File: src/rtl/buffer_reader_if.sv
// ---------------------------------------------------------------------------
// buffer_reader_if
// Bundles the buffer read port, the control inputs and the display-side
// outputs of buffer_reader.
//   master : the surrounding system (drives en/update/buf_empty/buf_dout,
//            observes buf_rd and the display outputs)
//   slave  : buffer_reader itself
// Signals:
//   en           read enable; while low no new pops are issued
//   update       single-cycle request to advance to the next word
//   buf_empty    buffer has no words
//   buf_dout     buffer read data, valid the cycle after buf_rd
//   buf_rd       single-cycle pop strobe
//   data_2       word currently displayed
//   data_2_valid data_2 holds a live word
//   parity       even parity (XOR reduction) of data_2
//   words_read   count of words popped, wraps 255 -> 0
// ---------------------------------------------------------------------------
interface buffer_reader_if #(
  parameter int unsigned DATA_W = 16
) ();

  logic              en;
  logic              update;
  logic              buf_empty;
  logic [DATA_W-1:0] buf_dout;
  logic              buf_rd;
  logic [DATA_W-1:0] data_2;
  logic              data_2_valid;
  logic              parity;
  logic [7:0]        words_read;

  modport master (
    output en,
    output update,
    output buf_empty,
    output buf_dout,
    input  buf_rd,
    input  data_2,
    input  data_2_valid,
    input  parity,
    input  words_read
  );

  modport slave (
    input  en,
    input  update,
    input  buf_empty,
    input  buf_dout,
    output buf_rd,
    output data_2,
    output data_2_valid,
    output parity,
    output words_read
  );

endinterface : buffer_reader_if

File: src/rtl/buffer_reader.sv
// ---------------------------------------------------------------------------
// buffer_reader
// Read-side consumer of the shared data buffer. Pops one word at a time and
// holds it on data_2 for HOLD_CYCLES clocks (or until an update pulse), with
// data_2_valid asserted. data_2_valid only falls when the block returns to
// IDLE, so a drain is complete once the buffer is empty and valid is low.
// Ports:
//   clk  system clock, rising edge
//   rst  asynchronous, active-low reset
//   bus  buffer_reader_if.slave (see interface file for signal list)
// All outputs on bus are registered.
// ---------------------------------------------------------------------------
module buffer_reader #(
  parameter int unsigned DATA_W      = 16,
  parameter int unsigned HOLD_CYCLES = 100000000,
  parameter int unsigned CNT_W       = 27
) (
  input  logic             clk,
  input  logic             rst,
  buffer_reader_if.slave   bus
);

  localparam int unsigned    WR_W    = 8;
  localparam logic [CNT_W-1:0] LP_TERM = CNT_W'(HOLD_CYCLES - 1);

  typedef enum logic [1:0] {
    IDLE  = 2'd0,
    READ  = 2'd1,
    LATCH = 2'd2,
    HOLD  = 2'd3
  } state_t;

  state_t            r_state;
  state_t            w_next_state;

  logic [CNT_W-1:0]  r_cnt;
  logic              r_buf_rd;
  logic [DATA_W-1:0] r_data_2;
  logic              r_valid;
  logic              r_parity;
  logic [WR_W-1:0]   r_words_read;

  logic [CNT_W-1:0]  w_cnt_nxt;
  logic              w_buf_rd_nxt;
  logic [DATA_W-1:0] w_data_2_nxt;
  logic              w_valid_nxt;
  logic              w_parity_nxt;
  logic [WR_W-1:0]   w_words_read_nxt;

  logic              w_go;
  logic              w_advance;

  // A new pop may be issued only when enabled and the buffer has data.
  assign w_go = bus.en & ~bus.buf_empty;

  // Terminal count and update together still produce a single advance.
  assign w_advance = (r_state == HOLD) & ((r_cnt == LP_TERM) | bus.update);

  // State register
  always_ff @(posedge clk or negedge rst) begin
    if (!rst) begin
      r_state <= IDLE;
    end else begin
      r_state <= w_next_state;
    end
  end

  // Next-state logic
  always_comb begin
    w_next_state = r_state;
    case (r_state)
      IDLE: begin
        if (w_go) begin
          w_next_state = READ;
        end
      end
      READ: begin
        w_next_state = LATCH;
      end
      LATCH: begin
        w_next_state = HOLD;
      end
      HOLD: begin
        if (w_advance) begin
          w_next_state = w_go ? READ : IDLE;
        end
      end
      default: begin
        w_next_state = IDLE;
      end
    endcase
  end

  // Output / datapath next values
  always_comb begin
    w_cnt_nxt        = r_cnt;
    w_data_2_nxt     = r_data_2;
    w_parity_nxt     = r_parity;
    w_valid_nxt      = r_valid;
    w_words_read_nxt = r_words_read;
    // buf_rd is high exactly while in READ, so it is registered on entry.
    w_buf_rd_nxt     = (w_next_state == READ);

    if (w_buf_rd_nxt) begin
      w_words_read_nxt = r_words_read + WR_W'(1);
    end

    case (r_state)
      IDLE: begin
        w_valid_nxt = 1'b0;
      end
      LATCH: begin
        w_data_2_nxt = bus.buf_dout;
        w_parity_nxt = ^bus.buf_dout;
        w_valid_nxt  = 1'b1;
        w_cnt_nxt    = '0;
      end
      HOLD: begin
        w_cnt_nxt = r_cnt + CNT_W'(1);
        // Valid stays high across back-to-back words; drops only into IDLE.
        if (w_advance && !w_go) begin
          w_valid_nxt = 1'b0;
        end
      end
      default: begin
      end
    endcase
  end

  // Output and datapath registers
  always_ff @(posedge clk or negedge rst) begin
    if (!rst) begin
      r_cnt        <= '0;
      r_buf_rd     <= 1'b0;
      r_data_2     <= '0;
      r_valid      <= 1'b0;
      r_parity     <= 1'b0;
      r_words_read <= '0;
    end else begin
      r_cnt        <= w_cnt_nxt;
      r_buf_rd     <= w_buf_rd_nxt;
      r_data_2     <= w_data_2_nxt;
      r_valid      <= w_valid_nxt;
      r_parity     <= w_parity_nxt;
      r_words_read <= w_words_read_nxt;
    end
  end

  assign bus.buf_rd       = r_buf_rd;
  assign bus.data_2       = r_data_2;
  assign bus.data_2_valid = r_valid;
  assign bus.parity       = r_parity;
  assign bus.words_read   = r_words_read;

endmodule : buffer_reader

File: src/flat_wrapper.sv
// flat-port wrapper written by rule: the top's interface ports become plain ports
module buffer_reader_flat 
#(
  parameter int unsigned DATA_W      = 16,
  parameter int unsigned HOLD_CYCLES = 100000000,
  parameter int unsigned CNT_W       = 27
)
  (clk, rst, bus_en, bus_update, bus_buf_empty, bus_buf_dout, bus_buf_rd, bus_data_2, bus_data_2_valid, bus_parity, bus_words_read);
  buffer_reader_if #(.DATA_W(DATA_W)) bus_i ();
  input  logic clk;
  input  logic rst;
  input wire logic [$bits(bus_i.en)-1:0] bus_en;
  input wire logic [$bits(bus_i.update)-1:0] bus_update;
  input wire logic [$bits(bus_i.buf_empty)-1:0] bus_buf_empty;
  input wire logic [$bits(bus_i.buf_dout)-1:0] bus_buf_dout;
  output wire logic [$bits(bus_i.buf_rd)-1:0] bus_buf_rd;
  output wire logic [$bits(bus_i.data_2)-1:0] bus_data_2;
  output wire logic [$bits(bus_i.data_2_valid)-1:0] bus_data_2_valid;
  output wire logic [$bits(bus_i.parity)-1:0] bus_parity;
  output wire logic [$bits(bus_i.words_read)-1:0] bus_words_read;
  assign bus_i.en = bus_en;
  assign bus_i.update = bus_update;
  assign bus_i.buf_empty = bus_buf_empty;
  assign bus_i.buf_dout = bus_buf_dout;
  assign bus_buf_rd = bus_i.buf_rd;
  assign bus_data_2 = bus_i.data_2;
  assign bus_data_2_valid = bus_i.data_2_valid;
  assign bus_parity = bus_i.parity;
  assign bus_words_read = bus_i.words_read;
  buffer_reader #(.DATA_W(DATA_W), .HOLD_CYCLES(HOLD_CYCLES), .CNT_W(CNT_W)) u_core (.clk(clk), .rst(rst), .bus(bus_i));
endmodule
File: config.mk
export PLATFORM = sky130hd
export DESIGN_NAME = buffer_reader_flat
export DESIGN_NICKNAME = d
export VERILOG_FILES = /design/src/rtl/buffer_reader_if.sv /design/src/rtl/buffer_reader.sv /design/src/flat_wrapper.sv
export SDC_FILE = /design/constraint.sdc
export NUM_CORES = 1
export LEC_CHECK = 0
export BUFFER_PORTS_ARGS = -buffer_cell sky130_fd_sc_hd__clkbuf_2
export CAP_MARGIN = 20
export CORE_MARGIN = 4
export CORE_UTILIZATION = 45
export CTS_CLUSTER_DIAMETER = 80
export CTS_CLUSTER_SIZE = 16
export DETAILED_ROUTE_END_ITERATION = 7
export GPL_TIMING_DRIVEN = 1
export PLACE_DENSITY_LB_ADDON = 0.15
export SLEW_MARGIN = 20
export SYNTH_ARGS = -nofsm -noshare
export SYNTH_HDL_FRONTEND = slang
export SYNTH_SLANG_ARGS = --single-unit
File: constraint.sdc
create_clock -name clk -period 6.4 [get_ports clk]
set_input_delay 1.28 -clock clk [delete_from_list [all_inputs] [get_ports clk]]
set_output_delay 1.28 -clock clk [all_outputs]
set_load 0.01 [all_outputs]
# Yosys cells after proc, flatten, opt, wreduce, memory -nomap -nowiden
# Index checks and enable logic that the tools add are counted.
# word_totals
output_inout_bits	27
reg_bits	56
inputBits	21
elab_cells	33
# op_classes
bitwise_logic	4
n_reduce_logical	7
addsub	2
muxes	7
eq_ne	6
# op_table
operator	count
one-hot mux 27 bit (2 select lines)	1
adder 27 x 1 -> 27 bit (second input constant)	1
== test 27 bit (second input constant)	1
XOR reduction 16 bit	1
adder 8 x 1 -> 8 bit (second input constant)	1
one-hot mux 2 bit (4 select lines)	1
== test 2 x 1 -> 1 bit (second input constant)	2
== test 2 bit (second input constant)	2
2-to-1 mux 2 bit	2
one-hot mux 1 bit (3 select lines)	1
nonzero test 3 bit	1
bitwise AND 1 bit	2
zero test 2 bit	1
2-to-1 mux 1 bit	2
!= test 2 bit (second input constant)	1
AND reduction 2 bit	1
nonzero test 2 bit	1
logical AND 1 bit	1
zero test 1 bit	1
NOT 1 bit	1
OR 1 bit	1

# Depth between registers and ports, before layout
# logic_depth
depth_word	6
ltp_mapped	7
mapped_depth_nobuf	7

# Worst setup path before layout
# Ideal clock, no wire load.
# synth_path
path_type	in2reg
start	input bus_en
end	register u_core.r_words_read[1], in the netlist u_core.bus.words_read[1]
setup_slack_ns	4.121
path_buffers	1
stages	4
required_time_ns	6.275
t_arrival_ns	2.154
setup_ns	0.125
cell_sequence	nor2b_1 -> clkbuf_1 -> and2_1 -> mux2_2
# synth_via
elab_chain_cells	5
word_cells_on_any_way	6
cone_classes	eq/ne (1); mux (4); bitwise (1)
# synth_lines
item	line_no	rtl
start: declaration	flat_wrapper.sv:12	input wire logic [$bits(bus_i.en)-1:0] bus_en;
bitwise AND 1 bit *	buffer_reader.sv:54	assign w_go = bus.en & ~bus.buf_empty;
2-to-1 mux 1 bit	buffer_reader.sv:85	w_next_state = w_go ? READ : IDLE;
2-to-1 mux 2 bit	buffer_reader.sv:84	if (w_advance) begin
one-hot mux 2 bit (4 select lines) *	buffer_reader.sv:71	case (r_state)
== test 2 x 1 -> 1 bit *	buffer_reader.sv:102	w_buf_rd_nxt = (w_next_state == READ);
net u_core.w_buf_rd_nxt	buffer_reader.sv:44	logic w_buf_rd_nxt;
end signal: assignment	buffer_reader.sv:145	r_words_read <= w_words_read_nxt;
end: declaration	buffer_reader.sv:41	logic [WR_W-1:0] r_words_read;
# Mark *: on every way through the listed nets, which the timed path passes. The rest lies on a longest branch.
# A chain may end at the register's enable or synchronous reset.

# Final worst setup path
# layout_path
start	register u_core.r_cnt[0]
end	register u_core.r_words_read[1], in the netlist u_core.bus.words_read[1]
# layout_via
elab_chain_cells	6
# layout_lines
item	line_no	rtl
start: declaration	buffer_reader.sv:36	logic [CNT_W-1:0] r_cnt;
start signal: assignment	buffer_reader.sv:140	r_cnt <= w_cnt_nxt;
== test 27 bit	buffer_reader.sv:57	assign w_advance = (r_state == HOLD) & ((r_cnt == LP_TERM) | bus.update);
OR 1 bit	buffer_reader.sv:57	
bitwise AND 1 bit	buffer_reader.sv:57	
2-to-1 mux 2 bit	buffer_reader.sv:84	
one-hot mux 2 bit (4 select lines)	buffer_reader.sv:71	
== test 2 x 1 -> 1 bit	buffer_reader.sv:102	
net u_core.w_buf_rd_nxt	buffer_reader.sv:44	
# The timed path passes the listed nets, and every way through them passes these cells.

==> flow_metrics.py <==
metrics = {
    "synthesis": {
        "syn-instance-count": 245,
        "ys_top_cells_by_count": "dfrtp_1 (56), xnor2_1 (28), nor2_1 (25)",
        "synth-warning-count": 0,
        "ys_ff_latch": 56,
        "synth_ff_type": "dfrtp_1",
        "share_of_async_settable_or_async_resettable_flops_after_synthesis": 1.00,
        "yosys.area.top_type": "dfrtp_1",
        "synth_seq_area_share": 0.529,
        "synthMostInstantiatedCell": "dfrtp_1",
        "synth_nets": 268,
        "synth-edff-count": 0,
        "syn-mean-instance-area_um2": 10.8,
        "synth.cell_area_um2": 2650,
        "synth_top_cells_by_area": "dfrtp_1 (53%), xnor2_1 (9.3%), mux2_2 (7.6%)",
        "synth.distinct_cells": 36,
        "synth.top_cell.area_share": 0.529,
    },
    "layout": {
        "final_cells": 366,
        "layout.nets": 316,
        "synthToLayoutAreaGrowth_pct": 15.3,
        "drive_above_1_share": 0.289,
        "fin_area_um2": 3050,
        "finish.utilization": 0.545,
        "final.fill_count": 519,
        "diodes": 0,
    },
    "pwr": {
        "power.density_cell_area_nw_per_um2": 350,
        "static-leakage-power_uw": 0.00137,
        "worst_ir_drop_vdd_uv": 230,
    },
    "floorplan": {
        "placeable_core_area_um2": 5610,
        "dieHeight_um": 84.7,
        "initial_utilization": 0.473,
        "io-pin-count": 48,
        "die_w_um": 84.7,
        "std_cell_rows": 27,
        "die_area_um2": 7180,
    },
    "outcome": {
        "run_status": "finished, final reports clean",
    },
    "timing": {
        "worstMarginPinSlew_ns": 0.699,
        "layout_worst_path_cycle_share": 0.366,
        "finClkSkew_ns": 0.00873,
        "setup_viol": 0,
        "max_clock_freq_mhz": 427,
        "layout_min_cycle_time_ns": 2.34,
        "timing.final.hold_violations": 0,
        "setup-tns-final_ns": 0,
        "rsz0062_at_grt": "no",
        "timing.max_slew.rel_slack": 0.534,
        "report.final.slew_viol_count": 0,
    },
    "place": {
        "dp_hpwl_um": 3480,
        "place_area_um2": 2960,
        "placed_cells": 358,
        "gpl.final_weighted_congestion": 0.754,
        "count_of_buffers_inserted_at_the_top_level_ports": 47,
    },
    "setup_path": {
        "worst_r2r_startpoint": "u_core.r_cnt[0]",
        "critPathLaunch": "u_core.r_cnt[0]",
        "cp_common_cell": "and3_1",
        "worst-setup-path-type": "flip-flop to flip-flop",
        "worst-r2r-cell-count": 7,
        "crit_arrival_ns": 2.55,
        "crit_path_cell_trace": "ha_1, and3_1, and3_1, a41oi_1, o21ai_2, and2_1, mux2_2",
        "endpoint_kind": "flip-flop",
        "maximum_fanout_along_the_worst_path": 8,
        "worst_setup_start_kind": "flip-flop",
        "cp_num_buf_inv": 0,
        "ff2ff_setup_slack_ns": 4.06,
        "timing.critical_path.slowest_cell_delay_ns": 0.41,
        "timing.rr.end": "u_core.bus.words_read[1]",
        "critical-path-slowest-cell": "dfrtp_1",
        "timing.critical_path.max_delay_family": "simple AND/OR/NAND/NOR gates",
        "worstPathRequired_ns": 6.61,
    },
    "cts": {
        "post-cts-setup-buffers": 0,
        "cts_resized": 0,
        "clock_tree.buffer_depth": 2,
        "cts.htree.levels": 2,
        "numCtsBuffers": 5,
        "cts_root_buf": "clkbuf_8",
        "tritoncts": "yes",
        "hold_buffers": 0,
        "cts_sinks": 56,
        "clk_latency_ns": 0.31,
        "clk_pin_slew_ns": 0.10,
    },
    "route": {
        "firstDrtPassIters": 4,
        "vias": 1881,
        "starting_drt_drc_count": 79,
        "drc_errors": 0,
        "drt-total-wl_um": 4960,
        "ant_nets": 0,
        "ratio_of_routed_vias_to_standard_cells": 5.14,
        "avgRoutedWirePerCell_um": 13.5,
    },
    "grt": {
        "groute.usage.overall": 0.148,
        "global_route.overflow_total": 0,
        "grt_antenna_before_repair": 0,
        "grt_pass1_wl_um": 8600,
        "grt_max_degree": 57,
        "first_global_vias": 1887,
    },
    "min_path": {
        "worst_hold_path.num_cells": 1,
        "worst_hold_path_type": "flip-flop to flip-flop",
        "holdCritStartpoint": "u_core.bus.words_read[7]",
        "hold_crit_endpoint": "u_core.bus.words_read[7]",
    },
    "flow_run": {
        "drv_cap": 0,
    },
}
metrics by stage:
stage / worst slack [ns] / power [uW] / hold slack (ns)
after CTS: 4.03 / 1090 / 0.484
after detailed placement: 3.83 / 888 / 0.465
after floorplan: 4.12 / 751 / 0.498
after global routing: 3.82 / 1150 / 0.512
final: 4.06 / 1070 / 0.477
after global placement: 3.85 / 881 / 0.464
layout make-up:
cell class	instances	area (um^2)	area share
Timing Repair Buffer	49	250	0.0819
Sequential cell	56	1400	0.459
Tap cell	72	90.1	0.0295
Clock inverter	3	22.5	0.00737
Inverter	8	30.0	0.00983
Multi-Input combinational cell	173	1190	0.390
Clock buffer	5	68.8	0.0225
placed cells by master (no fill, tap or decap), types with 2 or more instances in the layout:
cell	Yosys	final
dfrtp_1	56	56
clkbuf_2	0	47
xnor2_1	28	28
nor2_1	25	25
mux2_2	18	18
nand3_1	15	15
nand2_1	14	14
xor2_1	13	13
inv_1	8	8
and3_1	8	8
nor3_1	7	7
a21oi_1	7	7
nand4_1	6	6
o21ai_0	6	6
clkbuf_8	0	5
and2_1	2	2
o22ai_1	2	2
or3_1	2	2
ha_1	2	2
buf_4	0	2
worst reg2reg max path, cell delays in order, from the launching register on:
cell and delay (ns):
dfrtp_1 0.41, ha_1 0.20, and3_1 0.26, and3_1 0.18, a41oi_1 0.23, o21ai_2 0.37, and2_1 0.24, mux2_2 0.35
layer usage:
layer / vias to the layer above / part of all wire / global-route usage
met1: 910 / 0.47 / 0.195
met2: 34 / 0.47 / 0.233
met4: 0 / 0.014 / 0.0489
met3: 8 / 0.045 / 0.0442
li1: 929 / - / -
met5: - / 0 / 0
flip-flops by register name, summed over array words and instances, names as in the netlist:
name / flops
u_core.bus.data_2: 16
u_core.bus.data_2_valid: 1
u_core.r_state: 2
u_core.r_cnt: 27
u_core.bus.words_read: 8
u_core.bus.parity: 1
u_core.bus.buf_rd: 1
cell families after synthesis:
group	share of synthesized area
simple gates	0.184
compound gates	0.0392
mux	0.0803
flops	0.529
xor+xnor	0.136
buf+inv	0.0227
fa+ha+maj	0.00944
report_power, final:
group | internal, uW | leakage [uW] | switching, uW
registers | 443 | 0.000725 | 72.6
logic | 173 | 0.000593 | 184
clock network | 78.7 | 0.0000485 | 117
worst max-delay path by stage:
stage                                to  slack (ns)  cells after the start
2_1_floorplan  u_core.bus.words_read[1]        4.12                      4
3_3_place_gp   u_core.bus.words_read[1]        3.85                      5
3_5_place_dp   u_core.bus.words_read[1]        3.83                      4
4_1_cts        u_core.bus.words_read[1]        4.03                      7
5_1_grt        u_core.bus.words_read[1]        3.82                      6
6_report       u_core.bus.words_read[1]        4.06                      7
Note: power is estimated with default switching activity, not from simulation.
